### src/rtl/stack_mem_ctrl.sv
// Stack/load/store access controller for the 14-bit data memory.
// Owns the stack pointer, range-checks addresses and latches exceptions.
module stack_mem_ctrl #(
    parameter logic [15:0] SP_INIT  = 16'h3FFF,
    parameter logic [15:0] SP_LIMIT = 16'h3000
) (
    input  logic        clk,
    input  logic        reset_n,
    input  logic [2:0]  op,
    input  logic        op_valid,
    output logic        op_ready,
    input  logic [15:0] addr_in,
    input  logic [15:0] data_in,
    input  logic [15:0] mem_douta,
    output logic [15:0] mem_addr,
    output logic [15:0] mem_din,
    output logic        mem_wea,
    output logic [15:0] rd_data,
    output logic        rd_valid,
    output logic        done,
    output logic [15:0] sp,
    output logic        exc,
    output logic [1:0]  exc_code,
    input  logic        exc_ack
);

    localparam logic [2:0] OP_PUSH  = 3'b001;
    localparam logic [2:0] OP_POP   = 3'b010;
    localparam logic [2:0] OP_LOAD  = 3'b011;
    localparam logic [2:0] OP_STORE = 3'b100;

    localparam logic [1:0] EXC_ADDR  = 2'b01;
    localparam logic [1:0] EXC_OVER  = 2'b10;
    localparam logic [1:0] EXC_UNDER = 2'b11;

    typedef enum logic [1:0] {
        IDLE,
        ISSUE,
        CAPTURE,
        EXC
    } state_t;

    state_t      state;
    logic        is_read;
    logic        addr_bad;
    logic        sp_full;
    logic        sp_empty;
    logic        is_push;
    logic        is_pop;
    logic        is_load;
    logic        is_store;
    logic [15:0] sp_inc;
    logic [15:0] sp_dec;

    assign op_ready = (state == IDLE);
    assign addr_bad = |addr_in[15:14];
    assign sp_full  = (sp == SP_LIMIT - 16'd1);
    assign sp_empty = (sp == SP_INIT);
    assign sp_inc   = sp + 16'd1;
    assign sp_dec   = sp - 16'd1;

    assign is_push  = (op == OP_PUSH);
    assign is_pop   = (op == OP_POP);
    assign is_load  = (op == OP_LOAD);
    assign is_store = (op == OP_STORE);

    always_ff @(posedge clk or negedge reset_n) begin
        if (!reset_n) begin
            state    <= IDLE;
            is_read  <= 1'b0;
            sp       <= SP_INIT;
            mem_addr <= '0;
            mem_din  <= '0;
            mem_wea  <= 1'b0;
            rd_data  <= '0;
            rd_valid <= 1'b0;
            done     <= 1'b0;
            exc      <= 1'b0;
            exc_code <= '0;
        end else begin
            done     <= 1'b0;
            rd_valid <= 1'b0;
            unique case (state)
                IDLE: begin
                    if (op_valid) begin
                        unique case (1'b1)
                            is_push: begin
                                if (sp_full) begin
                                    exc      <= 1'b1;
                                    exc_code <= EXC_OVER;
                                    state    <= EXC;
                                end else begin
                                    mem_addr <= sp;
                                    mem_din  <= data_in;
                                    mem_wea  <= 1'b1;
                                    sp       <= sp_dec;
                                    is_read  <= 1'b0;
                                    state    <= ISSUE;
                                end
                            end
                            is_pop: begin
                                if (sp_empty) begin
                                    exc      <= 1'b1;
                                    exc_code <= EXC_UNDER;
                                    state    <= EXC;
                                end else begin
                                    mem_addr <= sp_inc;
                                    mem_wea  <= 1'b0;
                                    sp       <= sp_inc;
                                    is_read  <= 1'b1;
                                    state    <= ISSUE;
                                end
                            end
                            is_load, is_store: begin
                                if (addr_bad) begin
                                    exc      <= 1'b1;
                                    exc_code <= EXC_ADDR;
                                    state    <= EXC;
                                end else begin
                                    mem_addr <= addr_in;
                                    mem_wea  <= is_store;
                                    is_read  <= is_load;
                                    state    <= ISSUE;
                                    if (is_store) begin
                                        mem_din <= data_in;
                                    end
                                end
                            end
                            default: ;
                        endcase
                    end
                end
                // Memory samples addr/wea on the edge that leaves ISSUE.
                ISSUE: begin
                    if (is_read) begin
                        state <= CAPTURE;
                    end else begin
                        mem_wea <= 1'b0;
                        done    <= 1'b1;
                        state   <= IDLE;
                    end
                end
                CAPTURE: begin
                    rd_data  <= mem_douta;
                    rd_valid <= 1'b1;
                    done     <= 1'b1;
                    state    <= IDLE;
                end
                EXC: begin
                    mem_wea <= 1'b0;
                    if (exc_ack) begin
                        exc      <= 1'b0;
                        exc_code <= '0;
                        state    <= IDLE;
                    end
                end
                default: state <= IDLE;
            endcase
        end
    end

endmodule

### config.mk
export PLATFORM = sky130hd
export DESIGN_NAME = stack_mem_ctrl
export DESIGN_NICKNAME = d
export VERILOG_FILES = /design/src/rtl/stack_mem_ctrl.sv
export SDC_FILE = /design/constraint.sdc
export NUM_CORES = 1
export LEC_CHECK = 0
export BUFFER_PORTS_ARGS = -buffer_cell sky130_fd_sc_hd__buf_2
export CORE_MARGIN = 5
export CORE_UTILIZATION = 35
export CTS_CLUSTER_DIAMETER = 100
export DETAILED_ROUTE_END_ITERATION = 10
export GPL_TIMING_DRIVEN = 0
export REMOVE_ABC_BUFFERS = 1
export SLEW_MARGIN = 10
export SYNTH_ARGS = -nofsm -noshare
export SYNTH_HDL_FRONTEND = slang
export SYNTH_SLANG_ARGS = --single-unit
### constraint.sdc
create_clock -name clk -period 3.5 [get_ports clk]
set_clock_uncertainty 0.1 [all_clocks]
set_input_delay 0.175 -clock clk [delete_from_list [all_inputs] [get_ports clk]]
set_output_delay 0.175 -clock clk [all_outputs]
set_load 0.02 [all_outputs]
======== Word level (Yosys, flattened, before mapping) ========
Cells that the tools add are included.
Widths: inputs -> output; s select.
storage, ports and cells
  flip-flop bits (word level) ............. 73
  input port bits ......................... 55
  output and inout port bits .............. 71
  logic and storage cells ................. 95
operators by class
  add/sub/neg operators ................... 2
  equal/unequal tests ..................... 23
  multiplexer cells ....................... 45
  reduce and logical (&&, ||, !) cells .... 14
operators with widths
  kind                   number
  $mux 16                7
  $pmux 16 s2            2
  $pmux 16 s3            1
  $eq 16x14->1 const B   2
  $mux 2                 10
  $ne 3x3->1 const B     6
  $add 16x1->16 const B  1
  $sub 16x1->16 const B  1
  $mux 1                 15
  $ne 2x2->1 const B     7
  $reduce_and 7->1       2
  $pmux 1 s3             4
  $pmux 2 s3             2
  $reduce_and 6->1       2
  $pmux 2 s4             1
  $eq 3x2->1 const B     2
  $reduce_bool 2->1      3
  $reduce_bool 3->1      2
  $reduce_and 5->1       1
  $eq 2x2->1 const B     2
  $ne 4x1->1 const B     1
  $pmux 1 s2             2
  $pmux 2 s2             1
  $reduce_or 2->1        2
  5 further kinds        5

======== Logic depth before layout (Yosys ltp) ========
  depth in word-level cells ............... 5
  gate-level depth with buffers ........... 8
  depth with buffers taken out ............ 7

======== Least setup slack after synthesis ========
No wires, ideal clock.
  path kind ............................... reg-to-reg
  start ................................... register sp[0]
  end ..................................... register mem_din[0]
  setup time .............................. 0.127 ns
  arrival time ............................ 2.288 ns
  required time ........................... 3.273 ns
  path slack .............................. 0.985 ns
  stages on the path, launching flop included .. 9
  buffers on the path ..................... 2
  clock period less this slack ............ 2.515 ns
  cell sequence ........................... dfstp_2 -> ha_1 -> nand4_1 -> nor4_4 -> a21boi_2 -> and3_1 -> buf_2 -> buf_6 -> mux2_1
on the way
  word-level cells in the longest chain between the ends .. 3
ends and longest elaborated chain
  item                               line  RTL
  start, declared                    21    output logic [15:0] sp,
  start signal, assigned             96    sp <= sp_dec;
  start signal, assigned             109   sp <= sp_inc;
  $eq 16x14->1                       57    assign sp_full = (sp == SP_LIMIT - 16'd1);
  $ne 2x2->1 (no source line)        -
  $reduce_and 6->1 (no source line)  -
  end signal, assigned               94    mem_din <= data_in;
  end signal, assigned               125   mem_din <= data_in;
  end, declared                      16    output logic [15:0] mem_din,
No other way between the ends.
A chain may end at the register's enable or synchronous reset.

======== Worst setup path in the final report ========
  start ................................... register sp[0]
  end ..................................... register mem_addr[9]
on the way
  word-level cells in the longest chain between the ends .. 3
  elaborated cells on any way between the ends .. 8
ends and longest elaborated chain
  item                                                    line  RTL
  $add 16x1->16, or another cell as far along             59    assign sp_inc = sp + 16'd1;
  $mux 16 / $ne 2x2->1 (equally long branches)            -
  $pmux 16 s3 / $reduce_and 6->1 (equally long branches)  -
  end signal, assigned                                    93    mem_addr <= sp;
  end signal, assigned                                    107   mem_addr <= sp_inc;
  end signal, assigned                                    120   mem_addr <= addr_in;
  end, declared                                           15    output logic [15:0] mem_addr,
Several ways; a longest one is shown, not always the timed one. The select of a mux whose other input is x is not followed.

==> impl_metrics.toml <==
[worst_setup_path]
crit_chain = "ha_1, nand4_1, nor4_4, a31oi_2, o211ai_4, mux2_2"
timing.critical_path.buf_inv = 0
critPathCaptureType = "flop"
timing.critical_path.arrival_ns = 3.31
cp_slowest_stage_delay_ns = 0.72
critical_path_class = "flop to flop"
cp_slowest_cell = "o211ai_4"
timing.critical_path.from_type = "flop"
worst_path_maximum_fanout = 32
cpLargestDelayFamily = "compound AO/OA/AOI/OAI gates"
worstPathRequired_ns = 3.64

[floorplanning]
std_cell_rows = 37
core_area_um2 = 10400
chipHeight_um = 113
design.portCount = 126
die_area_um2 = 12800
start_util_pct = 35.9
die_w_um = 113

[outcome]
status = "completed"

[grt]
number_of_global_route_vias_before_repair = 3276
maximum_number_of_pins_on_one_net_before_global_route_repair = 41
grt_use_met3_pct = 3.58
antenna_found_initial = 0
grt_pass1_wl_um = 16600
global_route.peak_usage_layer = "met2"
grt_util_met2_pct = 26.9
grt_usage_pct = 16.2
grt_util_met1_pct = 20.6
globalRoute.totalOverflow = 0

[drt]
dr.pass1.iters = 4
detail_route.wirelength_um = 10300
dr_total_vias = 3257
route.detailed.drc = 0
avgViaCountPerCell = 4.98
drt-wirelength-per-cell_um = 15.7
dr.first_iter.drc_count = 102
drtAntennaViolNets = 0

[sta]
slew_viol_final = 0
fin_hold_ws_ns = 0.0195
max-slew-margin-rel_pct = 17.4
rsz0062_at_grt = "no"
actual_transition_at_the_worst_max_transition_pin_ns = 1.23
min_cycle_time_layout_ns = 3.16
final.period_utilization_pct = 90.4
setup_violations = 0
layout_setup_ws_ns = 0.336
maxClockFrequency_mhz = 316
final_hold_viol_count = 0
totalNegativeSetupSlack_ns = 0

[power_and_ir_drop]
p_clk_share_pct = 20.1
p_int_mw = 2.28
power_switching_mw = 1.49
power.share.sequential_pct = 37.6
p_leak_nw = 2.36
power.density_cell_area_nw_per_um2 = 747
power.combinational.fraction_pct = 42.3
switching_share_pct = 39.5
total_power_mw = 3.76
power.ir.vdd_worst_uv = 457

[logic_synthesis]
post_synth_num_cell_types = 50
synth.largest_area_cell = "dfrtp_1"
syn_inst = 361
post-synth-top-area-fraction_pct = 39.7
avgSynthCellArea_um2 = 10.3
synth.yosys.warnings = 0
post_synth_main_area_contributors = "dfrtp_1 40%, dfstp_2 9.9%, mux2_2 8.2%"
postSynthRegisterBits = 73
synth_seq_area_share_pct = 49.5
syn_area_um2 = 3720

[cells_and_area]
drive_above_1_share_pct = 36.3
layout.core_utilization_pct = 48.6
areaGrowthSynthToFinish_pct = 35.2
final_net_count = 575
finalInstanceArea_um2 = 5040
insertedDiodeCount = 0
final_cells = 654

[hold_path]
hold_path.class = "input pin to flop"

[cts]
cts_tree = "done"
cts_inserted_buffers = 9
insertion_delay_ns = 0.36
clk_transition_reported_paths_ns = 0.08
clockBufferDepth = 2
clock_sinks = 73
clock-root-buffer = "clkbuf_8"
cts_repair_resize_count = 0
clock_tree.htree_level_count = 3
cts_setup_buffers = 0
cts_hold_buffers = 35

[place]
placedCellCount = 603
pre_cts_ws_ns = 0.0450
io_buffer_count = 125
dpl-instance-area_um2 = 4450
dp_wirelength_um = 7310
place_congestion = 0.800

[flow_run]
max_cap_violations = 0
placed cells by master, fill, tap and decap left out, types with 11 or more instances in the layout:
master           n
nand2_1         42
a21oi_1         14
nor2_1          31
mux2_2          27
dfrtp_1         59
buf_2          124
o21ai_0         32
dlygate4sd3_1   35
dfstp_2         14
xnor2_1         11
logic make-up (layout without fill, tap and decap cells):
group / after synthesis / after routing / share of synthesized area [%]
simple gates: 118 / 118 / 15.7
compound gates: 80 / 80 / 13.7
flops: 73 / 73 / 49.5
mux: 39 / 39 / 11.7
buf+inv: 28 / 185 / 3.29
xor+xnor: 16 / 16 / 3.76
fa+ha+maj: 7 / 7 / 2.35
worst register-to-register path, delay by kind of cell, from the launching register on:
kind,cells,cell delay [ns]
and+or+nand+nor,2,0.79
AOI/OAI and AO/OA,2,0.92
DFF,1,0.60
muxes,1,0.42
adders and majority gates,1,0.23
final timing paths:
| kind | start | to | slack, ns | cells past startpoint |
|---|---|---|---|---|
| min in group asynchronous | reset_n | mem_din[9]$_DFFE_PN0P_ | 0.20 | 2 |
| max in group asynchronous | reset_n | sp[0]$_DFFE_PN1P_ | 2.46 | 3 |
| max reg2reg | sp[0]$_DFFE_PN1P_ | mem_addr[9]$_DFFE_PN0P_ | 0.34 | 6 |
| min reg2reg | mem_addr[7]$_DFFE_PN0P_ | mem_addr[7]$_DFFE_PN0P_ | 0.38 | 2 |
| max | sp[0]$_DFFE_PN1P_ | mem_addr[9]$_DFFE_PN0P_ | 0.34 | 6 |
| min | addr_in[7] | mem_addr[7]$_DFFE_PN0P_ | 0.02 | 3 |
synth_stat cells (all sizes together):
cell,count
a211o,2
a211oi,2
a21boi,1
a21o,1
a21oi,14
a221oi,7
a22o,1
a31oi,6
a32o,1
a32oi,1
and2,2
and3,6
and3b,2
and4,1
buf,9
clkbuf,11
dfrtp,59
dfstp,14
ha,7
inv,8
mux2,37
mux2i,2
nand2,42
nand2b,2
nand3,6
nand3b,2
nand4,7
nor2,31
nor2b,3
nor3,4
nor3b,1
nor4,3
o211ai,4
o21a,2
o21ai,34
o311a,2
o31ai,2
or3,2
or3b,3
or4,1
xnor2,11
xor2,5
area by class of cell:
class | instances | area, um^2
fill | 1004 | 5330
sequential | 73 | 1840
multi-input combinational | 260 | 1770
timing repair buffer | 161 | 998
tap | 136 | 170
clock buffer | 10 | 138
clock inverter | 6 | 90.1
inverter | 8 | 30.0
power groups by stage:
stage	sequential [mW]	clock, mW	combinational, mW
final	1.41	0.756	1.59
after global routing	1.47	0.820	1.73
after CTS	1.41	0.785	1.61
after detailed placement	1.43	0	1.58
after global placement	1.41	0	1.55
after floorplan	1.81	0	0.628
state kept, by name (all words and copies together) (netlist names):
signal,flops
is_read,1
exc_code,2
mem_wea,1
mem_din,16
done,1
mem_addr,16
state,2
rd_valid,1
rd_data,16
exc,1
sp,16
metal layers:
layer	part of all wire (%)	vias up
met2	48	90
met1	45	1563
met5	0	-
met3	4.6	18
li1	-	1586
met4	2.0	0
Note: power is estimated with default switching activity, not from simulation.
